### src/rtl/fpu_ctrl_pkg.sv
// Shared types and constants for the FPU command sequencer: op codes, FSM states,
// response flag bit positions and half-precision constants.
package fpu_ctrl_pkg;

    typedef enum logic [1:0] {
        OP_ADD = 2'd0,
        OP_SUB = 2'd1,
        OP_MUL = 2'd2,
        OP_DIV = 2'd3
    } fpu_op_e;

    typedef enum logic [1:0] {
        S_IDLE  = 2'd0,
        S_ISSUE = 2'd1,
        S_WAIT  = 2'd2,
        S_RESP  = 2'd3
    } seq_state_e;

    localparam int FLG_MUL_OF = 0;
    localparam int FLG_MUL_UF = 1;
    localparam int FLG_DIV_UF = 2;
    localparam int FLG_DIV_OF = 3;
    localparam int FLG_TMO    = 4;

    localparam logic [15:0] F16_QNAN = 16'h7E00;
    localparam logic [15:0] F16_SIGN = 16'h8000;

    // ADD and SUB share the adder; SUB is realised by flipping the sign of B.
    function automatic logic uses_adder(input fpu_op_e op);
        return (op == OP_ADD) || (op == OP_SUB);
    endfunction

endpackage

### src/rtl/fpu_wdog.sv
// Watchdog for the WAIT phase: cleared before each wait, counts enabled cycles and
// flags the cycle that is the TIMEOUT_CYCLES-th enabled cycle since the clear.
module fpu_wdog #(
    parameter int TIMEOUT_CYCLES = 64
) (
    input  logic clk,
    input  logic rst_n,
    input  logic i_clear,
    input  logic i_enable,
    output logic o_expired
);

    localparam int CW = $clog2(TIMEOUT_CYCLES + 1);
    localparam logic [CW-1:0] LAST = CW'(TIMEOUT_CYCLES - 1);

    logic [CW-1:0] r_count;
    logic          w_at_last;

    assign w_at_last = (r_count == LAST);

    // Counter holds at LAST so it can never wrap if enable stays high.
    always_ff @(posedge clk or negedge rst_n) begin
        if (!rst_n) begin
            r_count <= '0;
        end else if (i_clear) begin
            r_count <= '0;
        end else if (i_enable && !w_at_last) begin
            r_count <= r_count + 1'b1;
        end
    end

    assign o_expired = i_enable && w_at_last;

endmodule

### src/rtl/fpu_op_sequencer.sv
// Single-issue sequencer in front of the add/sub, mult and div units: accepts one op,
// pulses the chosen unit's start, waits (watchdog-bounded) and returns result/flags/tag.
module fpu_op_sequencer
    import fpu_ctrl_pkg::*;
#(
    parameter int TIMEOUT_CYCLES = 64,
    parameter int TAG_W          = 4
) (
    input  logic             clk,
    input  logic             reset,
    input  logic             req_valid,
    output logic             req_ready,
    input  logic [1:0]       req_op,
    input  logic [15:0]      req_a,
    input  logic [15:0]      req_b,
    input  logic [TAG_W-1:0] req_tag,
    output logic             resp_valid,
    input  logic             resp_ready,
    output logic [15:0]      resp_result,
    output logic [4:0]       resp_flags,
    output logic [TAG_W-1:0] resp_tag,
    output logic [15:0]      fpu_a,
    output logic [15:0]      fpu_b,
    output logic             add_start,
    input  logic             add_valid,
    input  logic [15:0]      add_sum,
    output logic             mul_start,
    input  logic             mul_valid,
    input  logic [15:0]      mul_product,
    input  logic             mul_uf,
    input  logic             mul_of,
    output logic             div_start,
    input  logic             div_valid,
    input  logic [15:0]      div_quotient,
    input  logic             div_uf,
    input  logic             div_of,
    output logic             busy,
    output logic [1:0]       dbg_state
);

    // Both ports use plain valid/ready: a transfer happens on a rising edge where
    // valid and ready are both high; resp_valid and the resp_* payload stay constant
    // until that edge, and req_ready never depends combinationally on req_valid.

    seq_state_e       r_state;
    seq_state_e       w_next;
    fpu_op_e          r_op;
    logic [TAG_W-1:0] r_tag;
    logic [15:0]      r_a;
    logic [15:0]      r_b;
    logic [15:0]      r_result;
    logic [4:0]       r_flags;
    logic             r_req_ready;

    logic             w_accept;
    logic             w_in_wait;
    logic             w_expired;
    logic             w_unit_valid;
    logic [15:0]      w_unit_result;
    logic [4:0]       w_unit_flags;

    assign w_accept  = req_valid && r_req_ready;
    assign w_in_wait = (r_state == S_WAIT);

    fpu_wdog #(
        .TIMEOUT_CYCLES(TIMEOUT_CYCLES)
    ) u_wdog (
        .clk      (clk),
        .rst_n    (reset),
        .i_clear  (r_state == S_ISSUE),
        .i_enable (w_in_wait),
        .o_expired(w_expired)
    );

    // Only the unit that was started is listened to; everything else is ignored.
    always_comb begin
        w_unit_valid  = 1'b0;
        w_unit_result = add_sum;
        w_unit_flags  = '0;
        case (r_op)
            OP_ADD, OP_SUB: begin
                w_unit_valid  = add_valid;
                w_unit_result = add_sum;
            end
            OP_MUL: begin
                w_unit_valid             = mul_valid;
                w_unit_result            = mul_product;
                w_unit_flags[FLG_MUL_OF] = mul_of;
                w_unit_flags[FLG_MUL_UF] = mul_uf;
            end
            OP_DIV: begin
                w_unit_valid             = div_valid;
                w_unit_result            = div_quotient;
                w_unit_flags[FLG_DIV_UF] = div_uf;
                w_unit_flags[FLG_DIV_OF] = div_of;
            end
            default: begin
                w_unit_valid = 1'b0;
            end
        endcase
    end

    always_comb begin
        w_next = r_state;
        case (r_state)
            S_IDLE:  if (w_accept) w_next = S_ISSUE;
            S_ISSUE: w_next = S_WAIT;
            S_WAIT:  if (w_unit_valid || w_expired) w_next = S_RESP;
            S_RESP:  if (resp_ready) w_next = S_IDLE;
            default: w_next = S_IDLE;
        endcase
    end

    // req_ready is registered so it stays low through reset and rises one edge later.
    always_ff @(posedge clk or negedge reset) begin
        if (!reset) begin
            r_state     <= S_IDLE;
            r_req_ready <= 1'b0;
            r_op        <= OP_ADD;
            r_tag       <= '0;
            r_a         <= '0;
            r_b         <= '0;
            r_result    <= '0;
            r_flags     <= '0;
        end else begin
            r_state     <= w_next;
            r_req_ready <= (w_next == S_IDLE);
            if (w_accept) begin
                r_op  <= fpu_op_e'(req_op);
                r_tag <= req_tag;
                r_a   <= req_a;
                r_b   <= (fpu_op_e'(req_op) == OP_SUB) ? (req_b ^ F16_SIGN) : req_b;
            end
            // A unit valid in the expiry cycle takes priority over the timeout.
            if (w_in_wait) begin
                if (w_unit_valid) begin
                    r_result <= w_unit_result;
                    r_flags  <= w_unit_flags;
                end else if (w_expired) begin
                    r_result         <= F16_QNAN;
                    r_flags          <= '0;
                    r_flags[FLG_TMO] <= 1'b1;
                end
            end
        end
    end

    assign req_ready   = r_req_ready;
    assign busy        = (r_state != S_IDLE);
    assign resp_valid  = (r_state == S_RESP);
    assign resp_result = r_result;
    assign resp_flags  = r_flags;
    assign resp_tag    = r_tag;
    assign fpu_a       = r_a;
    assign fpu_b       = r_b;
    assign add_start   = (r_state == S_ISSUE) && uses_adder(r_op);
    assign mul_start   = (r_state == S_ISSUE) && (r_op == OP_MUL);
    assign div_start   = (r_state == S_ISSUE) && (r_op == OP_DIV);
    assign dbg_state   = r_state;

endmodule

### config.mk
export PLATFORM = sky130hd
export DESIGN_NAME = fpu_op_sequencer
export DESIGN_NICKNAME = d
export VERILOG_FILES = /design/src/rtl/fpu_ctrl_pkg.sv /design/src/rtl/fpu_wdog.sv /design/src/rtl/fpu_op_sequencer.sv
export SDC_FILE = /design/constraint.sdc
export NUM_CORES = 1
export LEC_CHECK = 0
export CORE_ASPECT_RATIO = 0.8
export CORE_UTILIZATION = 40
export CTS_CLUSTER_SIZE = 10
export DETAILED_ROUTE_END_ITERATION = 8
export DONT_BUFFER_PORTS = 1
export GPL_TIMING_DRIVEN = 1
export PLACE_DENSITY = 0.61
export SLEW_MARGIN = 20
export SYNTH_ARGS = -nofsm -noshare
export SYNTH_HDL_FRONTEND = slang
export SYNTH_SLANG_ARGS = --single-unit
### constraint.sdc
create_clock -name clk -period 4.8 [get_ports clk]
set_input_delay 0.96 -clock clk [delete_from_list [all_inputs] [get_ports clk]]
set_output_delay 0.96 -clock clk [all_outputs]
set_load 0.05 [all_outputs]
==> reports/results.tsv, run 1 <==
stage	metric	value	unit
setup_path	worst path cell trace	and2_1 -> nor2b_1	
synthesis	Most used DFF post-synth	dfrtp_1	
detailed_routing	WL final	6.32	mm
timing	Final Setup Violations	0	
setup_path	Setup crit end kind	primary output	
synthesis	Synth top area share	57.1	%
finish	area grow syn2layout	9.06	%
run_status	status	complete, no violations	
synthesis	dominant cell type by area after synthesis	dfrtp_1	
timing	setup TNS	0	ns
setup_path	Worst R2R End	dbg_state[0]$_DFF_PN0_	
timing	max_slew headroom	29.3	%
global_routing	first-pass GRT wire length	9.59	mm
synthesis	Post-synth ARST share	100	%
detailed_routing	Antenna Nets Post-Route	0	
setup_path	r2r setup slk	2.35	ns
synthesis	Seq/Total Area, Yosys	57.1	%
synthesis	largest cells by area after synthesis	dfrtp_1 (57%), mux2_2 (14%), mux2i_1 (5.6%)	
floorplanning	Die Y	79.8	um
floorplanning	boundary pin count	162	
detailed_routing	Residual DRC	0	
synthesis	Mapped Area	3020	um^2
setup_path	Crit-path slowest cell	dfrtp_1	
synthesis	Distinct cells, synth	34	
setup_path	Worst EP required	3.84	ns
clocking	Clock Sinks	69	
setup_path	CP Max Fanout	38	
synthesis	synthesized flop and latch total	69	
clocking	Post-CTS Setup Repair Bufs	0	
timing	Worst Clk Skew	0.00923	ns
clocking	cts bufs inserted	9	
job	# Max-Cap Violations	0	
setup_path	Worst Path Arrival	2.48	ns
setup_path	crit-path max cell delay	1.04	ns
floorplanning	Core ar.	7090	um^2
synthesis	Post-synth EDFFs	0	
setup_path	CP top delay family	simple AND/OR/NAND/NOR gates	
finish	Final Net Count	340	
timing	final hold violation count	0	
clocking	Hold-fix buffers, CTS	0	
clocking	CTS tree	built	
global_routing	gr ovfl total	0	
finish	Diodes inserted	0	
setup_path	worst setup path start	r_op[1]$_DFFE_PN0P_	
timing	Slew @ Worst Pin	1.06	ns
synthesis	Mapped Nets	343	
detailed_routing	vias	1878	
detailed_routing	initial drt markers	58	
setup_path	crit path buf inv count	0	
timing	fin. max-slew vios	0	
placed_design	Post-DP HPWL	4.52	mm
timing	post-route minimum period	3.44	ns
floorplanning	Row Count	27	
floorplanning	Die ar.	7910	um^2
clocking	cts repair resizes	0	
synthesis	top post-synthesis cells by count	dfrtp_1 (69), mux2_2 (37), mux2i_1 (17), nor2_1 (17), a21oi_1 (14)	
clocking	Reg clk slew, reported paths	0.08	ns
placed_design	RePlAce Congestion	0.791	
floorplanning	Initial Utilization	42.6	%
synthesis	yosys warns	0	
synthesis	Mapped Cells	245	
setup_path	reg2reg start	r_op[0]$_DFFE_PN0P_	
timing	Peak Freq	291	MHz
global_routing	initial antenna violation count	0	
timing	RSZ-0062 raised after global routing	no	
detailed_routing	Via density	5.62	
synthesis	most frequent cell after synthesis	dfrtp_1	
clocking	Clock Tree Root	clkbuf_8	
setup_path	Startpoint Class	flop	
worst_hold_path	Hold WC Path Type	in2async	
global_routing	largest net degree at the start of global routing	70	
timing	Tcrit/Tclk final	71.6	%
finish	share of layout cells above drive strength 1	23.5	%
setup_path	r2r worst-path depth	4	
detailed_routing	TritonRoute pass-1 iters	4	
setup_path	crit path kind	reg2out	
global_routing	vias in the first global route	1877	
timing	Hold WS	0.311	ns
global_routing	Global Route Usage Sum	16.1	%
clocking	Clock Latency Late Sink	0.33	ns
placed_design	# port buffers	0	
synthesis	average size of a mapped cell	12.3	um^2
floorplanning	die width	99.2	um
detailed_routing	drt wl/cell	18.9	um
clocking	H-tree lvl count	3	
clocking	Longest Clk Path Bufs	2	
## logic make-up after synthesis
| group | share of synthesized area (%) |
|---|---|
| multiplexers | 19.4 |
| XOR/XNOR | 0.290 |
| AND/OR/NAND/NOR | 7.12 |
| buffers and inverters | 2.90 |
| adder cells (fa/ha/maj) | 0.414 |
| flip-flops | 57.1 |
| AO/OA/AOI/OAI | 12.7 |
## worst max-delay path by stage
stage | end | slack (ns) | depth (start not counted)
after floorplan | div_start | 2.12 | 3
after global placement | mul_start | 1.76 | 2
after detailed placement | div_start | 1.71 | 2
after CTS | div_start | 1.33 | 2
after global routing | mul_start | 1.20 | 2
final | div_start | 1.36 | 2
## routing by layer
metal | global-route usage (%) | routed length, um
met5 | 0 | 0
met4 | 6.18 | 101
met2 | 25.5 | 3020
met1 | 19.5 | 2680
met3 | 7.01 | 516
## layout make-up
cell class / instances / area (um^2)
clock buffer: 11 / 141
clock inverter: 5 / 83.8
fill: 663 / 3800
inverter: 4 / 15.0
multi-input combinational: 157 / 1210
sequential: 69 / 1730
tap: 87 / 109
timing repair buffer: 1 / 7.51
## layout by cell type, fill, tap and decap left out, types with 2 or more instances in the layout
cell type	count
dfrtp_1	69
mux2_2	37
mux2i_1	17
nor2_1	16
a21oi_1	14
nand2_1	11
o21ai_0	11
a22o_1	10
clkbuf_8	10
a2bb2oi_1	6
inv_1	4
nor2b_1	4
a32o_1	4
nand3_1	4
nand2b_1	3
and2_1	2
o211ai_1	2
o31ai_1	2
bufinv_16	2
clkinvlp_4	2
## metrics by stage
step | setup slack [ns] | instance area (um^2) | util [%] | cells
2_1_floorplan | 2.12 | 3020 | - | 245
3_3_place_gp | 1.76 | 3070 | 43.3 | 318
3_5_place_dp | 1.71 | 3070 | 43.3 | 318
4_1_cts | 1.33 | 3290 | 46.4 | 334
5_1_grt | 1.20 | 3300 | 46.5 | 334
6_report | 1.36 | 3300 | 46.5 | 334
## state kept, by name, summed over array words and instances (netlist names)
name            count
dbg_state           2
resp_flags          5
fpu_b              16
u_wdog.r_count      7
resp_result        16
fpu_a              16
resp_tag            4
req_ready           1
r_op                2
Power of run 1 is not shown: default switching activity piles up to over one toggle a cycle in this logic, so the estimate is an artifact.
==> run 2, diff against run 1 <==
--- a/config.mk
+++ b/config.mk
@@ -11,7 +11,7 @@
 export DETAILED_ROUTE_END_ITERATION = 8
 export DONT_BUFFER_PORTS = 1
 export GPL_TIMING_DRIVEN = 1
-export PLACE_DENSITY = 0.61
+export PLACE_DENSITY = 0.63
 export SLEW_MARGIN = 20
 export SYNTH_ARGS = -nofsm -noshare
 export SYNTH_HDL_FRONTEND = slang
==> constraint.sdc (replaced) <==
create_clock -name clk -period 3.1 [get_ports clk]
set_input_delay 0.62 -clock clk [delete_from_list [all_inputs] [get_ports clk]]
set_output_delay 0.62 -clock clk [all_outputs]
set_load 0.05 [all_outputs]
==> reports/results.tsv, run 2 (same netlist as run 1, synthesis figures left out) <==
stage	metric	value	unit	change
run_status	status	complete, no violations		unchanged
placed_design	# port buffers	0		unchanged
global_routing	gr ovfl total	0		unchanged
setup_path	CP top delay family	flip-flops		was simple AND/OR/NAND/NOR gates
detailed_routing	drt wl/cell	18.7	um	was 18.9 um
clocking	cts bufs inserted	9		unchanged
detailed_routing	Residual DRC	0		unchanged
finish	final instance area	3340	um^2	was 3300 um^2
setup_path	reg2reg start	dbg_state[0]$_DFF_PN0_		was r_op[0]$_DFFE_PN0P_
placed_design	placed cell area	3110	um^2	was 3070 um^2
clocking	Reg clk slew, reported paths	0.07	ns	was 0.08 ns
detailed_routing	Antenna Nets Post-Route	0		unchanged
placed_design	RePlAce Congestion	0.751		was 0.791
clocking	CTS tree	built		unchanged
clocking	Longest Clk Path Bufs	2		unchanged
detailed_routing	TritonRoute pass-1 iters	4		unchanged
timing	RSZ-0062 raised after global routing	no		unchanged
setup_path	Worst Path Arrival	1.88	ns	was 2.48 ns
floorplanning	Die Y	79.8	um	unchanged
setup_path	Worst R2R End	dbg_state[0]$_DFF_PN0_		unchanged
worst_hold_path	Hold WC Path Type	in2async		unchanged
timing	final hold violation count	0		unchanged
detailed_routing	DR top layer	met4		unchanged
finish	share of layout cells above drive strength 1	25.6	%	was 23.5%
floorplanning	Die ar.	7910	um^2	unchanged
detailed_routing	WL met2	3.21	mm	was 3.02 mm
placed_design	Post-DP HPWL	4.48	mm	was 4.52 mm
floorplanning	Initial Utilization	42.6	%	unchanged
floorplanning	die width	99.2	um	unchanged
timing	max_slew headroom	31.7	%	was 29.3%
setup_path	Setup crit end kind	primary output		unchanged
setup_path	crit path kind	reg2out		unchanged
timing	Tcrit/Tclk final	80.5	%	
detailed_routing	met3 WL post-DR	456	um	was 516 um
global_routing	Global Route Usage Sum	16.5	%	was 16.1%
clocking	Clock Tree Root	clkbuf_8		unchanged
timing	setup TNS	0	ns	unchanged
global_routing	largest net degree at the start of global routing	70		unchanged
clocking	Clock Sinks	69		unchanged
placed_design	setup slack at placement	0.769	ns	was 1.71 ns
timing	Slew @ Worst Pin	1.02	ns	was 1.06 ns
global_routing	first-pass GRT wire length	9.74	mm	was 9.59 mm
timing	post-route minimum period	2.50	ns	
floorplanning	boundary pin count	162		unchanged
setup_path	crit-path max cell delay	0.74	ns	was 1.04 ns
finish	area grow syn2layout	10.5	%	was 9.06%
setup_path	crit path buf inv count	1		was 0
floorplanning	Core ar.	7090	um^2	unchanged
finish	most frequent cells in the layout	dfrtp_1 (69), mux2_2 (37), mux2i_1 (17), nor2_1 (17), a21oi_1 (14)		was dfrtp_1 (69), mux2_2 (37), mux2i_1 (17)
detailed_routing	vias	1916		was 1,878
setup_path	Crit-path slowest cell	dfrtp_1		unchanged
setup_path	r2r setup slk	0.80	ns	was 2.35 ns
finish	Final Net Count	347		was 340
clocking	cts repair resizes	0		unchanged
timing	fin. max-slew vios	0		unchanged
job	# Max-Cap Violations	0		unchanged
setup_path	r2r worst-path depth	4		unchanged
global_routing	initial antenna violation count	0		unchanged
finish	Diodes inserted	0		unchanged
timing	Peak Freq	401	MHz	
detailed_routing	initial drt markers	55		was 58
setup_path	CP Max Fanout	9		was 38
clocking	H-tree lvl count	3		unchanged
detailed_routing	Via density	5.62		about the same
finish	# fillers	635		was 663
detailed_routing	WL final	6.37	mm	was 6.32 mm
detailed_routing	WL met1	2.58	mm	was 2.68 mm
clocking	Clock Latency Late Sink	0.34	ns	was 0.33 ns
global_routing	vias in the first global route	1965		was 1,877
finish	commonest non-fill, non-tap cell in the layout	dfrtp_1		unchanged
timing	Final WS setup	0.604	ns	was 1.36 ns
timing	Final Setup Violations	0		unchanged
setup_path	Worst EP required	2.48	ns	was 3.84 ns
setup_path	worst path cell trace	nand2b_1 -> nor2b_1 -> buf_4		was and2_1 -> nor2b_1
timing	Hold WS	0.141	ns	was 0.311 ns
timing	Worst Clk Skew	0.00824	ns	was 0.00923 ns
floorplanning	Row Count	27		unchanged
setup_path	Startpoint Class	flop		unchanged
## run 2: changes by cell type in the layout (fill, tap and decap cells not counted)
cell        change
bufinv_16       -1
clkinv_4        +1
clkbuf_1        -1
clkbuf_8        -1
clkinv_2        +2
nor2_1          +1
buf_16          +1
nor2_2          -1
inv_6           +1
buf_4           +6
clkinvlp_4      -1
## run 2: cell type report
cell class / instances / area, um^2 / area share [%]
Tap cell: 87 / 109 / 3.26
Inverter: 4 / 15.0 / 0.450
Clock buffer: 9 / 124 / 3.71
Clock inverter: 7 / 73.8 / 2.21
Multi-Input combinational cell: 157 / 1210 / 36.3
Timing Repair Buffer: 8 / 80.1 / 2.40
Sequential cell: 69 / 1730 / 51.7
## run 2: per-stage QoR
| step | instances | utilization [%] |
|---|---|---|
| floorplan | 245 | - |
| global placement | 324 | 43.9 |
| detailed placement | 324 | 43.9 |
| CTS | 341 | 47.1 |
| global route | 341 | 47.1 |
| finish | 341 | 47.1 |
## run 2: repair_timing
action | CTS | global route
hold buffers | 1 | 0
hold endpoints to repair | 69 | 0
setup buffers | 0 | 0
## run 2: how the worst max path moves through the flow
| stage | startpoint | to | cells after the start |
|---|---|---|---|
| floorplan | dbg_state[1]$_DFF_PN0_ | div_start | 3 |
| global placement | dbg_state[0]$_DFF_PN0_ | dbg_state[0]$_DFF_PN0_ | 4 |
| detailed placement | dbg_state[0]$_DFF_PN0_ | dbg_state[0]$_DFF_PN0_ | 4 |
| CTS | dbg_state[0]$_DFF_PN0_ | mul_start | 3 |
| global route | dbg_state[0]$_DFF_PN0_ | mul_start | 3 |
| finish | dbg_state[0]$_DFF_PN0_ | mul_start | 3 |
## run 2: worst reg2reg max path: cells and delay by family, from the launching register on
family,cells,cell delay (ns)
AO/OA/AOI/OAI,1,0.25
flip-flops,1,0.74
AND/OR/NAND/NOR,3,1.13
## run 2: metal layers
| layer | vias to the layer above | global-route usage, % |
|---|---|---|
| met5 | - | 0 |
| met4 | 0 | 7.21 |
| met3 | 12 | 8.06 |
| met2 | 70 | 26.4 |
| met1 | 940 | 18.8 |
| li1 | 894 | - |
Power of run 2 is left out for the same reason.
==> run 3, diff against run 2 <==
--- a/config.mk
+++ b/config.mk
@@ -11,7 +11,7 @@
 export DETAILED_ROUTE_END_ITERATION = 8
 export DONT_BUFFER_PORTS = 1
 export GPL_TIMING_DRIVEN = 1
-export PLACE_DENSITY = 0.63
+export PLACE_DENSITY = 0.61
 export SLEW_MARGIN = 20
 export SYNTH_ARGS = -nofsm -noshare
 export SYNTH_HDL_FRONTEND = slang
==> constraint.sdc (replaced) <==
create_clock -name clk -period 2.5 [get_ports clk]
set_input_delay 0.5 -clock clk [delete_from_list [all_inputs] [get_ports clk]]
set_output_delay 0.5 -clock clk [all_outputs]
set_load 0.05 [all_outputs]
==> reports/results.tsv, run 3 (same netlist as run 1, synthesis figures left out) <==
stage	metric	value	unit	change
finish	share of layout cells above drive strength 1	27.0	%	was 25.6%
worst_hold_path	Hold WC Path Type	in2async		unchanged
setup_path	Startpoint Class	flop		unchanged
detailed_routing	Residual DRC	0		unchanged
detailed_routing	WL final	6.53	mm	was 6.37 mm
floorplanning	boundary pin count	162		unchanged
floorplanning	Die ar.	7910	um^2	unchanged
setup_path	Worst R2R End	resp_result[5]$_DFFE_PN0P_		was dbg_state[0]$_DFF_PN0_
setup_path	CP Max Fanout	16		was 9
clocking	Clock Sinks	69		unchanged
setup_path	r2r worst-path depth	6		was 4
timing	post-route minimum period	2.23	ns	
detailed_routing	TritonRoute pass-1 iters	4		unchanged
detailed_routing	Antenna Nets Post-Route	0		unchanged
placed_design	# port buffers	0		unchanged
timing	Worst Clk Skew	0.00903	ns	was 0.00824 ns
timing	fin. max-slew vios	0		unchanged
floorplanning	Initial Utilization	42.6	%	unchanged
run_status	status	complete, no violations		unchanged
setup_path	crit path kind	reg2out		unchanged
timing	setup TNS	0	ns	unchanged
timing	Final Setup Violations	0		unchanged
clocking	Reg clk slew, reported paths	0.07	ns	about the same
timing	Slew @ Worst Pin	0.515	ns	was 1.02 ns
finish	# fillers	670		was 635
timing	Tcrit/Tclk final	89.2	%	
finish	commonest non-fill, non-tap cell in the layout	dfrtp_1		unchanged
global_routing	first-pass GRT wire length	10.2	mm	was 9.74 mm
timing	RSZ-0062 raised after global routing	no		unchanged
global_routing	largest net degree at the start of global routing	70		unchanged
finish	Final Non-Filler Cells	346		was 341
global_routing	gr ovfl total	0		unchanged
setup_path	Worst Path Arrival	1.73	ns	was 1.88 ns
finish	area grow syn2layout	12.0	%	was 10.5%
floorplanning	Row Count	27		unchanged
placed_design	Post-DP HPWL	4.66	mm	was 4.48 mm
setup_path	reg2reg start	u_wdog.r_count[0]$_DFFE_PN0P_		was dbg_state[0]$_DFF_PN0_
global_routing	Global Route Usage Sum	17.1	%	was 16.5%
setup_path	Worst EP required	2.00	ns	was 2.48 ns
detailed_routing	vias	1918		was 1,916
placed_design	placed cells	329		was 324
setup_path	r2r setup slk	0.73	ns	was 0.80 ns
setup_path	Setup crit end kind	primary output		unchanged
floorplanning	Core ar.	7090	um^2	unchanged
finish	Diodes inserted	0		unchanged
detailed_routing	initial drt markers	48		was 55
placed_design	RePlAce Congestion	0.736		was 0.751
finish	most frequent cells in the layout	dfrtp_1 (69), mux2_2 (37), mux2i_1 (17), nor2_1 (17), a21oi_1 (14)		unchanged
clocking	Clock Tree Root	clkbuf_8		unchanged
job	# Max-Cap Violations	0		unchanged
clocking	Clock Latency Late Sink	0.34	ns	about the same
finish	Layout Utilization	47.7	%	was 47.1%
floorplanning	Die Y	79.8	um	unchanged
detailed_routing	drt wl/cell	18.9	um	was 18.7 um
global_routing	initial antenna violation count	0		unchanged
clocking	Post-CTS Setup Repair Bufs	0		unchanged
global_routing	vias in the first global route	1982		was 1,965
clocking	Longest Clk Path Bufs	2		unchanged
clocking	CTS tree	built		unchanged
clocking	cts bufs inserted	9		unchanged
timing	max_slew headroom	65.6	%	was 31.7%
finish	Final Net Count	352		was 347
timing	Peak Freq	449	MHz	
detailed_routing	Via density	5.54		was 5.62
clocking	H-tree lvl count	3		unchanged
floorplanning	die width	99.2	um	unchanged
timing	final hold violation count	0		unchanged
==> run 3: cell count changes in the layout (fill, tap and decap cells not counted) <==
| cell | previous run | this run |
|---|---|---|
| clkbuf_8 | 9 | 10 |
| clkinv_4 | 2 | 1 |
| clkinvlp_4 | 1 | 3 |
| buf_4 | 7 | 12 |
| clkinv_2 | 2 | 0 |
==> run 3: stage by stage <==
step | setup WS [ns] | instance area (um^2) | hold WS (ns)
2_1_floorplan | 0.278 | 3020 | 0.204
3_3_place_gp | 0.662 | 3150 | 0.206
3_5_place_dp | 0.627 | 3150 | 0.206
4_1_cts | 0.244 | 3390 | 0.0357
5_1_grt | 0.142 | 3390 | 0.0399
6_report | 0.271 | 3390 | 0.0388
==> run 3: final cells by class <==
type | instances | area, um^2 | share of cell area, %
Clock buffer | 10 | 138 | 4.06
Sequential cell | 69 | 1730 | 51.0
Timing Repair Buffer | 13 | 118 | 3.47
Inverter | 4 | 15.0 | 0.443
Tap cell | 87 | 109 | 3.21
Clock inverter | 6 | 70.1 | 2.07
Multi-Input combinational cell | 157 | 1210 | 35.8
==> run 3: worst max path at each step <==
| stage | slack (ns) | depth (start not counted) | startpoint | endpoint |
|---|---|---|---|---|
| after global routing | 0.14 | 4 | r_op[1]$_DFFE_PN0P_ | mul_start |
| final | 0.27 | 4 | r_op[1]$_DFFE_PN0P_ | div_start |
| after detailed placement | 0.63 | 4 | r_op[1]$_DFFE_PN0P_ | div_start |
| after CTS | 0.24 | 4 | r_op[1]$_DFFE_PN0P_ | div_start |
| after floorplan | 0.28 | 3 | dbg_state[1]$_DFF_PN0_ | div_start |
| after global placement | 0.66 | 4 | dbg_state[0]$_DFF_PN0_ | add_start |
==> run 3: per-layer routing <==
layer / share of wire [%] / track usage (%) / vias up
met5: 0 / 0 / -
li1: - / - / 903
met1: 43 / 21.0 / 939
met3: 7.6 / 7.09 / 4
met2: 49 / 27.9 / 72
met4: 0.49 / 4.85 / 0
==> run 3: timing repair <==
item / in CTS / in global routing
endpoints found under the hold margin: 69 / 0
setup endpoints to repair: 0 / 0
resized for setup: 0 / 0
hold buffers: 1 / 0
==> run 3: critical path, cell delays in order, from the launching register on <==
cell and delay (ns):
dfrtp_1 0.54, buf_4 0.26, and2_1 0.21, nor2b_1 0.17
buf_4 0.22
Power of run 3 is left out for the same reason.
==> patch 1 (flow settings as in run 2) <==
`TIMEOUT_CYCLES` is set to 64 in 2 places; all go to 128.
--- a/src/rtl/fpu_wdog.sv
+++ b/src/rtl/fpu_wdog.sv
@@ -3,3 +3,3 @@
 module fpu_wdog #(
-    parameter int TIMEOUT_CYCLES = 64
+    parameter int TIMEOUT_CYCLES = 128
 ) (
--- a/src/rtl/fpu_op_sequencer.sv
+++ b/src/rtl/fpu_op_sequencer.sv
@@ -5,3 +5,3 @@
 #(
-    parameter int TIMEOUT_CYCLES = 64,
+    parameter int TIMEOUT_CYCLES = 128,
     parameter int TAG_W          = 4
Formal check against the unedited RTL: no difference found for any inputs over 10 cycles, from zero or initial values and one cycle with reset low; that may be too few to reach the edited logic, so the function may still have changed.
==> patch 1 against run 2 <==
Cell area increased by 6.1%. Routed wire length increased by 8.8%. Sequential share of layout area decreased by 2.3 points. Worst setup slack improved by 0.21 ns. Sequential cell count increased by 1. Synthesized area increased by 4.7%. Largest cell class unchanged.
Power is not shown: default switching activity piles up to over one toggle a cycle in this logic, so the estimate is an artifact.
==> patch 1: results (changes against run 2) <==
clkLatencyLatePin_ns: 0.34  # about the same
synthCells: 260  # was 245
grt_pass1_wl_um: 10120  # was 9742 um
n_antenna_cell: 0  # unchanged
grt_max_degree: 71  # was 70
fin_skew_ns: 0.008744  # was 0.008242 ns
r2r_slack_ns: 0.93  # was 0.80 ns
drt_iter0_drc: 27  # was 55
num_vias: 2060  # was 1916
synth-async-reset-ratio: 1.000  # unchanged
ys_top_cells_by_area: "dfrtp_1, mux2_2, mux2i_1"  # unchanged
routed_wirelength_um: 6931  # was 6370 um
path_max_fanout: 21  # was 9
tightest_slew_ns: 0.9123  # was 1.020 ns
io_buffers: 0  # unchanged
ys_top_cells_by_count: "dfrtp_1, mux2_2, mux2i_1"  # was dfrtp_1, mux2_2, mux2i_1, nor2_1, a21oi_1
worstPathArrival_ns: 1.67  # was 1.88 ns
drtPass1Iterations: 4  # unchanged
htree_levels: 3  # unchanged
wl_per_cell_um: 18.48  # was 18.68 um
seq_area_frac_synth: 0.5536  # was 0.5712
clk_pin_slew_ns: 0.07  # about the same
synthesis.nets: 358  # was 343
grt_use_total: 0.1681  # was 0.1647
dp_hpwl_um: 5056  # was 4484 um
grt_pass1_vias: 2040  # was 1965
ys_types: 38  # was 34
gp_congestion: 0.7503  # was 0.7510
fillCellCount: 712  # was 635
drive_gt1_frac: 0.2815  # was 0.2559
status: "finished clean"  # unchanged
cts_buffers: 9  # unchanged
reg2reg_depth: 5  # was 4
[patch 1: changes by cell type after synthesis, sizes merged, moves of 4 or more]
cell and delta:
o22a +6, nand2 +4, a21oi -6, a2bb2oi -6
o21ai +9, a22o -10, o2bb2ai +10, nor2 -5
a32o -4
[patch 1: per-layer routing]
layer | vias to the layer above | routed length [um] | track usage
met5 | - | 0 | 0
li1 | 942 | - | -
met3 | 5 | 641 | 0.07319
met4 | 0 | 47 | 0.04348
met2 | 105 | 3475 | 0.2946
met1 | 1008 | 2765 | 0.1889
[patch 1: kinds of logic (layout without fill, tap and decap cells)]
kind of cell / count (synthesis) / in the layout / synth area share
flops: 70 / 70 / 0.5536
mux: 59 / 59 / 0.2044
compound gates: 54 / 54 / 0.1218
simple gates: 51 / 51 / 0.07948
buf+inv: 22 / 32 / 0.02847
xor+xnor: 3 / 3 / 0.008305
fa+ha+maj: 1 / 1 / 0.003954
[patch 1: worst max path at each step]
stage | from | to | slack (ns)
floorplan | dbg_state[1] | mul_start | 0.73
global placement | dbg_state[0] | dbg_state[0] | 1.05
detailed placement | dbg_state[0] | dbg_state[0] | 0.97
CTS | r_op[1] | mul_start | 0.79
global route | r_op[1] | mul_start | 0.64
finish | r_op[1] | mul_start | 0.81
[patch 1: repair_timing]
action / in CTS / in global routing
endpoints found under the hold margin: 70 / 0
setup endpoints to repair: 0 / 0
gates resized for setup: 0 / 0
hold buffers: 1 / 0
[patch 1: metrics by stage]
step	area, um2	hold slack [ns]	utilization	setup WS [ns]
final	3545	0.1526	0.4706	0.8105
after CTS	3545	0.1549	0.4706	0.7872
after global placement	3294	0.3257	0.4374	1.046
after floorplan	3164	0.3244	-	0.7261
after detailed placement	3294	0.3258	0.4374	0.9677
after global routing	3545	0.1490	0.4706	0.6412
[patch 1: critical path, stage by stage (launching register included)]
cell and delay, ns:
dfrtp_1 0.72, nor2b_1 0.26, nor2b_1 0.15, buf_4 0.21
[patch 1: layout make-up]
cell class / instances / area (um2) / area share
clock inverter: 6 / 85.08 / 0.02400
inverter: 7 / 26.28 / 0.007413
tap: 105 / 131.4 / 0.03706
multi-input combinational: 168 / 1325 / 0.3738
clock buffer: 10 / 137.6 / 0.03883
sequential: 70 / 1752 / 0.4942
timing repair buffer: 9 / 87.58 / 0.02471
==> patch 2 (config.mk and constraints of run 2) <==
Without the edit above. Put one more register stage on the output `resp_flags`. The value now appears one clock later. The other outputs are not delayed to match.
--- a/src/rtl/fpu_op_sequencer.sv
+++ b/src/rtl/fpu_op_sequencer.sv
@@ -151,3 +151,5 @@
     assign resp_result = r_result;
-    assign resp_flags  = r_flags;
+    always_ff @(posedge clk) begin
+        resp_flags <= r_flags;
+    end
     assign resp_tag    = r_tag;
Formal check against the unedited RTL: not equivalent (Yosys sat finds a counterexample within 10 cycles, from zero or initial values and one cycle with reset low).
==> patch 2 against run 2 <==
First-iteration DRC count grew 69%. Via count grew 11%. Routed wire length grew 15%. Synthesized area grew 13%. Sequential cell count grew 5. Count of clock-buffer cells in the layout grew 2. Worst setup slack lost 0.0030 ns. Die area grew 13%. Cell area grew 12%.
Power is left out: the tool's default activity adds up to more than one toggle a clock period on the data nets, which glitch-free logic cannot reach.
==> patch 2: results (changes against run 2) <==
ys_warn_count: 0  # unchanged
drt_iter0_drc: 93  # was 55
avgSynthCellArea_um2: 12.78  # was 12.34 um2
grt_pass1_vias: 2183  # was 1965
io_buffers: 0  # unchanged
reg2reg_depth: 3  # was 4
cts_buffer_depth: 2  # unchanged
grt_max_degree: 70  # unchanged
path_max_fanout: 12  # was 9
root_buffer: "clkbuf_8"  # unchanged
post-cts-setup-buffers: 0  # unchanged
ys_types: 42  # was 34
relSlewSlack: 0.4504  # was 0.3172
cts_buffers: 9  # unchanged
layout.nets: 364  # was 347
clk_pin_slew_ns: 0.07  # about the same
r2r_slack_ns: 0.86  # was 0.80 ns
fin_skew_ns: 0.009296  # was 0.008242 ns
worstPathArrival_ns: 1.88  # about the same
status: "finished clean"  # unchanged
grt_use_total: 0.1687  # was 0.1647
synthMuxAreaShare: 0.2731  # was 0.1941
clkLatencyLatePin_ns: 0.34  # about the same
num_vias: 2126  # was 1916
seq_area_frac_synth: 0.5352  # was 0.5712
gp_congestion: 0.7270  # was 0.7510
ys_top_cells_by_area: "dfrtp_1, mux2_2, mux2i_1"  # unchanged
hp-class: "primary input to asynchronous set/reset pin"  # unchanged
routed_wirelength_um: 7330  # was 6370 um
antenna_found_initial: 0  # unchanged
drive_gt1_frac: 0.2952  # was 0.2559
dp_hpwl_um: 5205  # was 4484 um
r2r-start: "dbg_state[1]"  # was dbg_state[0]
synth-async-reset-ratio: 0.9324  # was 1.000
r2r-end: "resp_result[15]"  # was dbg_state[0]
synthXorXnorAreaFrac: 0.002566  # was 0.002897
finalNonFillerCells: 379  # was 341
htree_levels: 3  # unchanged
post-place-cells: 362  # was 324
drtPass1Iterations: 4  # unchanged
preCtsSetupSlack_ns: 0.9549  # was 0.7690 ns
ctsHoldBuffers: 1  # unchanged
yosys.area_share.adder: 0.003666  # was 0.004139
ys_top_cells_by_count: "dfrtp_1, mux2_2, mux2i_1"  # was dfrtp_1, mux2_2, mux2i_1, nor2_1, a21oi_1
n_antenna_cell: 0  # unchanged
grt_pass1_wl_um: 11390  # was 9742 um
synthesis.nets: 365  # was 343
synth_compound_area_frac: 0.09018  # was 0.1275
cts_resized: 0  # unchanged
==> patch 2: changes by cell type in the layout (fill, tap and decap cells not counted), sizes merged, moves of 5 or more <==
| cell | delta |
|---|---|
| nor2 | -12 |
| mux2 | +17 |
| dfxtp | +5 |
| a21oi | -5 |
| a22o | -10 |
| mux2i | +15 |
==> patch 2: area by class of cell <==
cell class,instances,area (um2)
Multi-Input combinational cell,168,1450
Clock buffer,11,141.4
Timing Repair Buffer,8,80.08
Tap cell,108,135.1
Clock inverter,5,77.57
Fill cell,707,4362
Inverter,5,18.77
Sequential cell,74,1827
==> patch 2: worst max-delay path by stage <==
stage	start	to	slack (ns)	depth (start not counted)
global placement	dbg_state[0]	mul_start	1.01	3
detailed placement	dbg_state[1]	resp_result[15]	0.95	3
finish	dbg_state[0]	mul_start	0.60	3
global route	dbg_state[0]	mul_start	0.47	3
CTS	dbg_state[0]	mul_start	0.59	3
floorplan	dbg_state[1]	mul_start	0.38	3
==> patch 2: metal layers <==
| layer | global-route usage | up-vias | wire, um |
|---|---|---|---|
| met5 | 0 | - | 0 |
| met4 | 0.07170 | 0 | 110 |
| met3 | 0.06522 | 10 | 520 |
| met2 | 0.2602 | 78 | 3638 |
| met1 | 0.2121 | 1070 | 3061 |
| li1 | - | 968 | - |
==> patch 2: per-stage QoR <==
| stage | hold slack, ns | util | instance area (um2) |
|---|---|---|---|
| floorplan | 0.3244 | - | 3413 |
| global placement | 0.3261 | 0.4305 | 3483 |
| detailed placement | 0.3261 | 0.4305 | 3483 |
| CTS | 0.1584 | 0.4610 | 3730 |
| global route | 0.1617 | 0.4610 | 3730 |
| finish | 0.1619 | 0.4610 | 3730 |
==> patch 2: worst max-delay path, cell delays in order (launching register included) <==
cell      delay, ns
dfrtp_1        0.85
nand2b_1       0.26
nor3_1         0.20
buf_4          0.23
